$ cat config.mk
export PLATFORM = sky130hd
export DESIGN_NAME = dut_stim_capture
export DESIGN_NICKNAME = d
export VERILOG_FILES = /design/src/rtl/dut_stim_capture.sv
export SDC_FILE = /design/constraint.sdc
export NUM_CORES = 1
export LEC_CHECK = 0
export ABC_CLOCK_PERIOD_IN_PS = 1900
export BUFFER_PORTS_ARGS = -buffer_cell sky130_fd_sc_hd__buf_2
export CORE_UTILIZATION = 55
export DETAILED_ROUTE_END_ITERATION = 10
export PLACE_DENSITY = 0.86
export SYNTH_ARGS = -nofsm -noshare
export SYNTH_HDL_FRONTEND = slang
export SYNTH_SLANG_ARGS = --single-unit
$ cat constraint.sdc
create_clock -name clk -period 1.9 [get_ports clk]
set_input_delay 0.095 -clock clk [delete_from_list [all_inputs] [get_ports clk]]
set_output_delay 0.095 -clock clk [all_outputs]
set_load 0.01 [all_outputs]
$ cat src/rtl/dut_stim_capture.sv
// Stimulus staging and capture stage for a combinational DUT.
// It byte-loads one input vector, optionally precharges to zero, applies the vector under a scope trigger, then captures the response.
module dut_stim_capture #(
    parameter int IN_W          = 46,
    parameter int OUT_W         = 7,
    parameter int SETTLE_CYCLES = 4,
    parameter int PRECHARGE     = 1
) (
    input  logic             clk,
    input  logic             rst,
    input  logic             load_valid,
    output logic             load_ready,
    input  logic [7:0]       load_data,
    input  logic             clear,
    input  logic             go,
    output logic             staged_full,
    output logic             busy,
    output logic             trigger,
    output logic             go_err,
    output logic [IN_W-1:0]  dut_inputs,
    input  logic [OUT_W-1:0] dut_outputs,
    output logic [OUT_W-1:0] result,
    output logic             result_valid
);
    localparam int NBYTES = (IN_W + 7) / 8;
    localparam int CNT_W  = $clog2(NBYTES + 1);
    localparam int SC_W   = (SETTLE_CYCLES > 1) ? $clog2(SETTLE_CYCLES) : 1;
    localparam logic [CNT_W-1:0] NBYTES_C    = CNT_W'(NBYTES);
    localparam logic [SC_W-1:0]  SETTLE_LAST = SC_W'(SETTLE_CYCLES - 1);

    typedef enum logic [1:0] {IDLE, PRE, SETTLE} state_t;

    state_t            state_q, state_d;
    logic [IN_W-1:0]   staging_q, staging_d;
    logic [IN_W-1:0]   vec_q, vec_d;
    logic [CNT_W-1:0]  byte_cnt_q, byte_cnt_d;
    logic [SC_W-1:0]   settle_cnt_q, settle_cnt_d;
    logic              busy_q, busy_d;
    logic              trigger_q, trigger_d;
    logic              go_err_q, go_err_d;
    logic              result_valid_q, result_valid_d;
    logic [IN_W-1:0]   dut_inputs_q, dut_inputs_d;
    logic [OUT_W-1:0]  result_q, result_d;
    logic              accept;

    assign load_ready   = (state_q == IDLE);
    assign staged_full  = (byte_cnt_q == NBYTES_C);
    assign busy         = busy_q;
    assign trigger      = trigger_q;
    assign go_err       = go_err_q;
    assign dut_inputs   = dut_inputs_q;
    assign result       = result_q;
    assign result_valid = result_valid_q;
    assign accept       = load_valid & load_ready;

    always_comb begin
        state_d        = state_q;
        staging_d      = staging_q;
        vec_d          = vec_q;
        byte_cnt_d     = byte_cnt_q;
        settle_cnt_d   = settle_cnt_q;
        busy_d         = busy_q;
        trigger_d      = trigger_q;
        go_err_d       = 1'b0;
        result_valid_d = 1'b0;
        dut_inputs_d   = dut_inputs_q;
        result_d       = result_q;
        unique case (state_q)
            IDLE: begin
                // Only the low IN_W bits are kept, so the top bits of the oldest byte fall off.
                if (clear) begin
                    staging_d  = '0;
                    byte_cnt_d = '0;
                end else if (accept) begin
                    staging_d  = {staging_q[IN_W-9:0], load_data};
                    byte_cnt_d = staged_full ? byte_cnt_q : byte_cnt_q + 1'b1;
                end
                if (go) begin
                    if (staged_full) begin
                        vec_d  = staging_q;
                        busy_d = 1'b1;
                        if (PRECHARGE != 0) begin
                            state_d      = PRE;
                            dut_inputs_d = '0;
                        end else begin
                            state_d      = SETTLE;
                            dut_inputs_d = staging_q;
                            trigger_d    = 1'b1;
                            settle_cnt_d = '0;
                        end
                    end else begin
                        go_err_d = 1'b1;
                    end
                end
            end
            PRE: begin
                state_d      = SETTLE;
                dut_inputs_d = vec_q;
                trigger_d    = 1'b1;
                settle_cnt_d = '0;
            end
            SETTLE: begin
                if (settle_cnt_q == SETTLE_LAST) begin
                    result_d       = dut_outputs;
                    result_valid_d = 1'b1;
                    trigger_d      = 1'b0;
                    busy_d         = 1'b0;
                    state_d        = IDLE;
                end else begin
                    settle_cnt_d = settle_cnt_q + 1'b1;
                end
            end
            default: state_d = IDLE;
        endcase
    end

    always_ff @(posedge clk) begin
        if (rst) begin
            state_q        <= IDLE;
            staging_q      <= '0;
            vec_q          <= '0;
            byte_cnt_q     <= '0;
            settle_cnt_q   <= '0;
            busy_q         <= 1'b0;
            trigger_q      <= 1'b0;
            go_err_q       <= 1'b0;
            result_valid_q <= 1'b0;
            dut_inputs_q   <= '0;
            result_q       <= '0;
        end else begin
            state_q        <= state_d;
            staging_q      <= staging_d;
            vec_q          <= vec_d;
            byte_cnt_q     <= byte_cnt_d;
            settle_cnt_q   <= settle_cnt_d;
            busy_q         <= busy_d;
            trigger_q      <= trigger_d;
            go_err_q       <= go_err_d;
            result_valid_q <= result_valid_d;
            dut_inputs_q   <= dut_inputs_d;
            result_q       <= result_d;
        end
    end
endmodule

# After elaboration in Yosys (flattened, before gate mapping)
# Cells that the tools add are included.
# totals
mem_count	0
in_bits	20
ram_bits	0
wordCells	63
register_bits	156
latchBits	0
out_inout_bits	59
rom_bits	0
# op_classes
bitwise_logic	4
order_cmp	0
n_div	0
shifts	0
mux	21
addsub	2
n_mul	0
n_eq_ne	9
reduce_logical	16
# op_table
operator	n
46-bit two-way mux	4
46-bit one-hot mux with 2 select lines	1
3-bit AND reduction	4
3-bit two-way mux	3
2-bit two-way mux	4
2-bit AND reduction	4
2-bit nonzero test	4
2-bit != test (second input constant)	3
2-bit one-hot mux with 3 select lines	1
1-bit two-way mux	5
2-bit equality test (second input constant)	2
2-bit by 1-bit != test with 1-bit output (second input constant)	2
1-bit one-hot mux with 2 select lines	2
2-bit one-hot mux with 2 select lines	1
4-bit AND reduction	1
3-bit by 1-bit adder with 3-bit output (second input constant)	1
3-bit equality test (second input constant)	1
1-bit inverter	3
3-bit OR reduction	1
2-bit by 1-bit adder with 2-bit output (second input constant)	1
2-bit by 1-bit equality test with 1-bit output (second input constant)	1
2-bit logical NOT	1
2-bit OR reduction	1
1-bit AND	1

# Longest topological paths before layout
# Gate-level depths: netlist of run 1.
# logic_depth
word_depth	4
ltp_mapped	9

# Least setup slack after synthesis of run 1
# No wires, ideal clock.
# synth_timing
kind	register -> register
from	register byte_cnt_q[0]
to	register dut_inputs_q[5] (netlist: dut_inputs[5])
path_stages_with_launch	7
setup_slack_ns	0.300
n_path_buf	1
arrival_ns	1.530
required_ns	1.830
cell_sequence	dfxtp_1 > inv_1 > ha_1 > a31oi_1 > clkbuf_1 > o21ai_0 > a21oi_1
# synth_between
elab_chain_len	3
# synth_rtl
element	line_no	text
start: declaration	36	logic [CNT_W-1:0] byte_cnt_q, byte_cnt_d;
start signal: assignment	134	byte_cnt_q <= byte_cnt_d;
3-bit equality test	47	assign staged_full = (byte_cnt_q == NBYTES_C);
2-bit by 1-bit != test with 1-bit output (no source line)	-	
3-bit AND reduction (no source line)	-	
end signal: assignment	140	dut_inputs_q <= dut_inputs_d;
end: declaration	42	logic [IN_W-1:0] dut_inputs_q, dut_inputs_d;
# Every way passes these cells.
# A chain may end at the register's enable or synchronous reset.

# Worst setup path in the final report of run 1
# layout_timing
from	register byte_cnt_q[0]
to	output staged_full
# layout_between
elab_chain_len	1
# layout_rtl
element	line_no	text
3-bit equality test	47	
end: declaration	16	output logic staged_full,
# Every way passes these cells.

==> impl_metrics.yaml, run 1 <==
run_status:
  outcome: "finished with violations"
  violations: "design-rule violations"
yosys:
  ys_types: 36
  async_flop_share_pct: 0
  syn_nets: 739
  ys.flop_type: "dfxtp_1"
  synth_edf_count: 0
  ys_seq_elements: 156
  syn_inst: 716
  syn_area_sq_mm: 0.00613
  syn_avg_cell_area_sq_um: 8.56
  ys_seq_area_share_pct: 50.9
  yosysWarnings: 0
routing:
  viasPerCell: 6.27
  routed_wirelength_mm: 15.6
  drcViolationCount: 2
  dr.first_iter.drc_count: 527
  vias: 5754
  wire_per_inst_um: 17.0
  first_pass_iters: 8
  ant_nets: 0
clocking:
  cts.sinks: 156
  cts_tree: "built"
  path_clk_slew_ns: 0.06
  htreeDepth: 4
  clk_path_buf_depth: 2
  cts_root_buffer: "clkbuf_8"
  cts_buffers: 17
  clk_latency_ns: 0.53
timing:
  holdWs_ns: 0.0885
  period_share_pct: 93.3
  slew_violations: 0
  setup_viol: 0
  rsz0062_at_grt: "false"
  timing.final.ws_setup_ns: 0.127
  fin_tns_setup_ns: 0
  fmax_ghz: 0.564
  period_minus_slack_ns: 1.77
  clock_skew_ns: 0.00946
  hold_violations: 0
  worstMarginPinSlew_ns: 0.734
  slew_headroom_pct: 51.0
global_routing:
  first_global_vias: 5253
  grt_use_met3_pct: 6.11
  grtUsageTotal_pct: 27.8
  grt_pass1_wl_mm: 25.4
  grtUsageMet1_pct: 37.0
  grt_max_degree: 72
  grt_overflow: 0
  met2_usage_pct: 43.9
  antenna_found_initial: 0
  grt_busiest_layer: "met2"
setup_path:
  arrival_ns: 1.68
  ff2ff_setup_slack_ns: 0.29
  crit_path_end_kind: "output pin"
  worstSetupPathType: "reg -> out"
  worstSetupStartpointType: "register"
  r2r_cells: 5
  critical_path_required_ns: 1.80
  cp_max_fo: 25
power_and_ir_drop:
  p_leak_nw: 2.66
  peakVddDrop_mv: 0.610
  powerDensity_mw_per_mm2: 946
cells_and_area:
  area_growth_pct: 20.5
  layout-drive-gt1-share_pct: 18.0
  diodes: 0
  nets: 789
  mostFrequentLayoutCells: "dfxtp_1 (155), a21oi_1 (143), o21ai_0 (139)"
  layout_commonest_cell: "dfxtp_1"
floorplan:
  ios: 79
  die_height_um: 108
  core-area_sq_mm: 0.0108
  fp-row-count: 38
  start_util_pct: 56.6
  die_area_sq_mm: 0.0116
  die_x_um: 108
hold_path:
  min_path_cells: 3
  hp-class: "in -> reg"
placement:
  preCtsSetupSlack_ns: 0.179
  port_buffers: 78
  gp_congestion: 0.806
  hpwlAfterDp_mm: 8.93
flow_run:
  drv_cap: 0
per-stage QoR:
| stage | instances | util (%) | instance area (sq um) | total power [W] |
|---|---|---|---|---|
| final | 918 | 68.2 | 7390 | 0.00699 |
| after global routing | 918 | 68.2 | 7390 | 0.00719 |
| after CTS | 917 | 68.0 | 7370 | 0.00701 |
| after detailed placement | 869 | 60.4 | 6550 | 0.00354 |
| after global placement | 869 | 60.4 | 6550 | 0.00354 |
| after floorplan | 716 | - | 6130 | 0.00348 |
final timing paths:
path | from | endpoint
setup / recovery | byte_cnt_q[0] | staged_full
hold / removal | go | vec_q[30]
setup reg to reg | state_q[1] | byte_cnt_q[2]
hold reg to reg | vec_q[30] | dut_inputs[30]
synthesized netlist by cell type, types with 2 or more instances:
cell,count,area [sq um]
buf_4,4,30.0
buf_6,3,33.8
nor2_1,15,56.3
nor2b_1,2,12.5
nand4b_1,46,403
a31oi_1,2,12.5
clkbuf_1,65,244
nand2_1,48,180
mux2i_1,8,80.1
o21ai_0,139,696
dfxtp_1,156,3120
buf_2,8,40.0
o31ai_1,3,22.5
a21oi_1,143,716
buf_1,4,15.0
nand3_1,3,15.0
nand4_1,46,288
ha_1,3,37.5
flip-flops by register name (all words and copies together) (netlist names):
| name | flops |
|---|---|
| busy | 1 |
| byte_cnt_q | 3 |
| dut_inputs | 46 |
| go_err | 1 |
| result | 7 |
| result_valid | 1 |
| settle_cnt_q | 2 |
| staging_q | 46 |
| state_q | 2 |
| trigger | 1 |
| vec_q | 46 |
final cells by class:
type / count / area (sq um)
Multi-Input combinational cell: 473 / 2660
Tap cell: 140 / 175
Sequential cell: 156 / 3120
Clock buffer: 18 / 418
Inverter: 2 / 7.51
Clock inverter: 13 / 193
Fill cell: 790 / 3450
Timing Repair Buffer: 116 / 816
per-layer routing:
| metal | wire, um | part of all wire (%) | up-vias |
|---|---|---|---|
| met1 | 6620 | 42 | 2740 |
| li1 | - | - | 2712 |
| met5 | 0 | 0 | - |
| met4 | 358 | 2.3 | 0 |
| met3 | 1120 | 7.2 | 29 |
| met2 | 7480 | 48 | 273 |
report_power, final:
group          internal (W)  leakage [nW]  switching (W)
Clock               0.00214         0.292        0.00135
Combinational     0.0000774          1.11       0.000134
Sequential          0.00328          1.26     0.00000873
Total               0.00550          2.66        0.00149
cells by family (layout without fill, tap and decap cells):
family          Yosys count  after routing  share of synthesized area (%)
fa+ha+maj                 3              3                          0.612
compound gates          290            290                           24.0
buf+inv                  87            149                           6.12
flops                   156            156                           50.9
simple gates            172            172                           17.1
mux                       8              8                           1.31
worst max-delay path, stage by stage (launching register included):
cell	delay, ns
dfxtp_2	0.34
inv_1	0.06
ha_2	0.23
and2_4	0.18
buf_12	0.18
buf_2	0.16
what timing repair did:
item                       CTS  global route
hold buffers                15             0
pin swaps                    0             1
setup endpoints to repair    2             4
cloned                       2             0
hold endpoints to repair    15             0
buffers inserted             0             1
gates resized for setup      1             3
No activity file was read; power rests on OpenSTA's default activity.
==> run 2, diff against run 1 <==
CORE_ASPECT_RATIO = 0.9   (was not set)
==> impl_metrics.yaml, run 2 (synthesized netlist as in run 1, its figures left out) <==
routing:
  dr.first_iter.drc_count: 575
  drcViolationCount: 0
  vias: 5655
  routed_wirelength_mm: 15.0
  wire_per_inst_um: 16.1
  viasPerCell: 6.07
  dr.max_layer_used: "met4"
  met1_length_mm: 6.59
  wl_met2_mm: 7.13
  wl_met3_mm: 1.04
  ant_nets: 0
  first_pass_iters: 6
global_routing:
  grt_overflow: 0
  first_global_vias: 5162
  grt_pass1_wl_mm: 24.8
  grt_max_degree: 75
  antenna_found_initial: 0
  grtUsageTotal_pct: 27.1
floorplan:
  core-area_sq_mm: 0.0109
  die_height_um: 102
  ios: 79
  start_util_pct: 56.5
  fp-row-count: 36
  die_area_sq_mm: 0.0116
  die_x_um: 113
cells_and_area:
  mostFrequentLayoutCells: "dfxtp_1 (156), a21oi_1 (143), o21ai_0 (139)"
  diodes: 0
  layout_commonest_cell: "dfxtp_1"
  area_growth_pct: 18.8
  layout-drive-gt1-share_pct: 18.0
  final_core_util_pct: 67.1
  nets: 791
timing:
  worstMarginPinSlew_ns: 0.784
  slew_headroom_pct: 47.7
  fin_tns_setup_ns: 0
  hold_violations: 0
  fmax_ghz: 0.559
  period_minus_slack_ns: 1.79
  period_share_pct: 94.2
  clock_skew_ns: 0.00898
  setup_viol: 0
  rsz0062_at_grt: "false"
  slew_violations: 0
flow_run:
  drv_cap: 0
setup_path:
  rr_startpoint: "byte_cnt_q[0]"
  worstSetupPathType: "reg -> out"
  worstSetupStartpointType: "register"
  arrival_ns: 1.69
  crit_path_end_kind: "output pin"
  cp_max_fo: 41
  critical_path_required_ns: 1.80
  crit_start: "byte_cnt_q[0]"
power_and_ir_drop:
  peakVddDrop_mv: 0.534
  powerDensity_mw_per_mm2: 898
  p_leak_nw: 2.59
hold_path:
  hold_path.startpoint: "load_data[1]"
  hp-class: "in -> reg"
clocking:
  clk_path_buf_depth: 2
  cts.sinks: 156
  clk_latency_ns: 0.42
  htreeDepth: 4
  cts_buffers: 17
  cts_root_buffer: "clkbuf_16"
  path_clk_slew_ns: 0.06
  cts_tree: "built"
run_status:
  outcome: "completed"
placement:
  gp_congestion: 0.827
  hpwlAfterDp_mm: 9.08
  port_buffers: 78
## run 2: cell count changes in the layout (fill, tap and decap cells not counted), sizes merged
| cell | previous run | this run |
|---|---|---|
| buf | 99 | 104 |
| bufinv | 4 | 0 |
| clkinvlp | 2 | 5 |
| bufbuf | 2 | 0 |
| clkbuf | 18 | 20 |
| clkinv | 5 | 4 |
| dlygate4sd3 | 15 | 14 |
| inv | 4 | 3 |
## run 2: per-layer routing
| layer | vias to the layer above | global-route usage [%] |
|---|---|---|
| li1 | 2704 | - |
| met1 | 2675 | 35.4 |
| met2 | 251 | 44.7 |
| met3 | 25 | 5.75 |
| met4 | 0 | 10.0 |
| met5 | - | 0 |
## run 2: repair_timing
action	4_1_cts	5_1_grt
gates resized for setup	1	2
setup endpoints to repair	1	9
hold buffers	14	0
buffers inserted	0	1
pin swaps	0	1
hold endpoints to repair	14	0
## run 2: cell type report
type	count	area, sq um
clock inverters	10	70.1
repair buffers	118	782
fillers	824	3570
inverters	2	7.51
flip-flops and latches	156	3120
clock buffers	20	457
multi-input cells	473	2650
well taps	152	190
## run 2: final timing paths
kind	to	slack, ns	cells after the start
hold / removal	staging_q[1]	0.02	3
hold reg to reg	dut_inputs[30]	0.45	2
setup / recovery	staged_full	0.11	5
setup reg to reg	dut_inputs[24]	0.30	6
## run 2: per-stage QoR
stage	power, W	setup WS, ns	cell area [sq um]	hold WS (ns)	instances
finish	0.00654	0.111	7280	0.0171	931
global route	0.00673	0.0594	7280	0.0197	931
CTS	0.00654	0.0456	7270	0.00785	930
detailed placement	0.00355	0.136	6600	0.336	886
global placement	0.00354	0.288	6600	0.333	886
floorplan	0.00348	0.300	6130	0.239	716
## run 2: critical path, cell delays in order, from the launching register on
cell     delay (ns)
dfxtp_1        0.33
inv_1          0.07
ha_2           0.24
and2_1         0.21
buf_12         0.22
buf_2          0.17
## run 2: report_power, final
group          switching, W  internal [W]  leakage [nW]
registers        0.00000786       0.00328          1.26
logic              0.000135     0.0000839          1.09
clock network       0.00131       0.00172         0.246
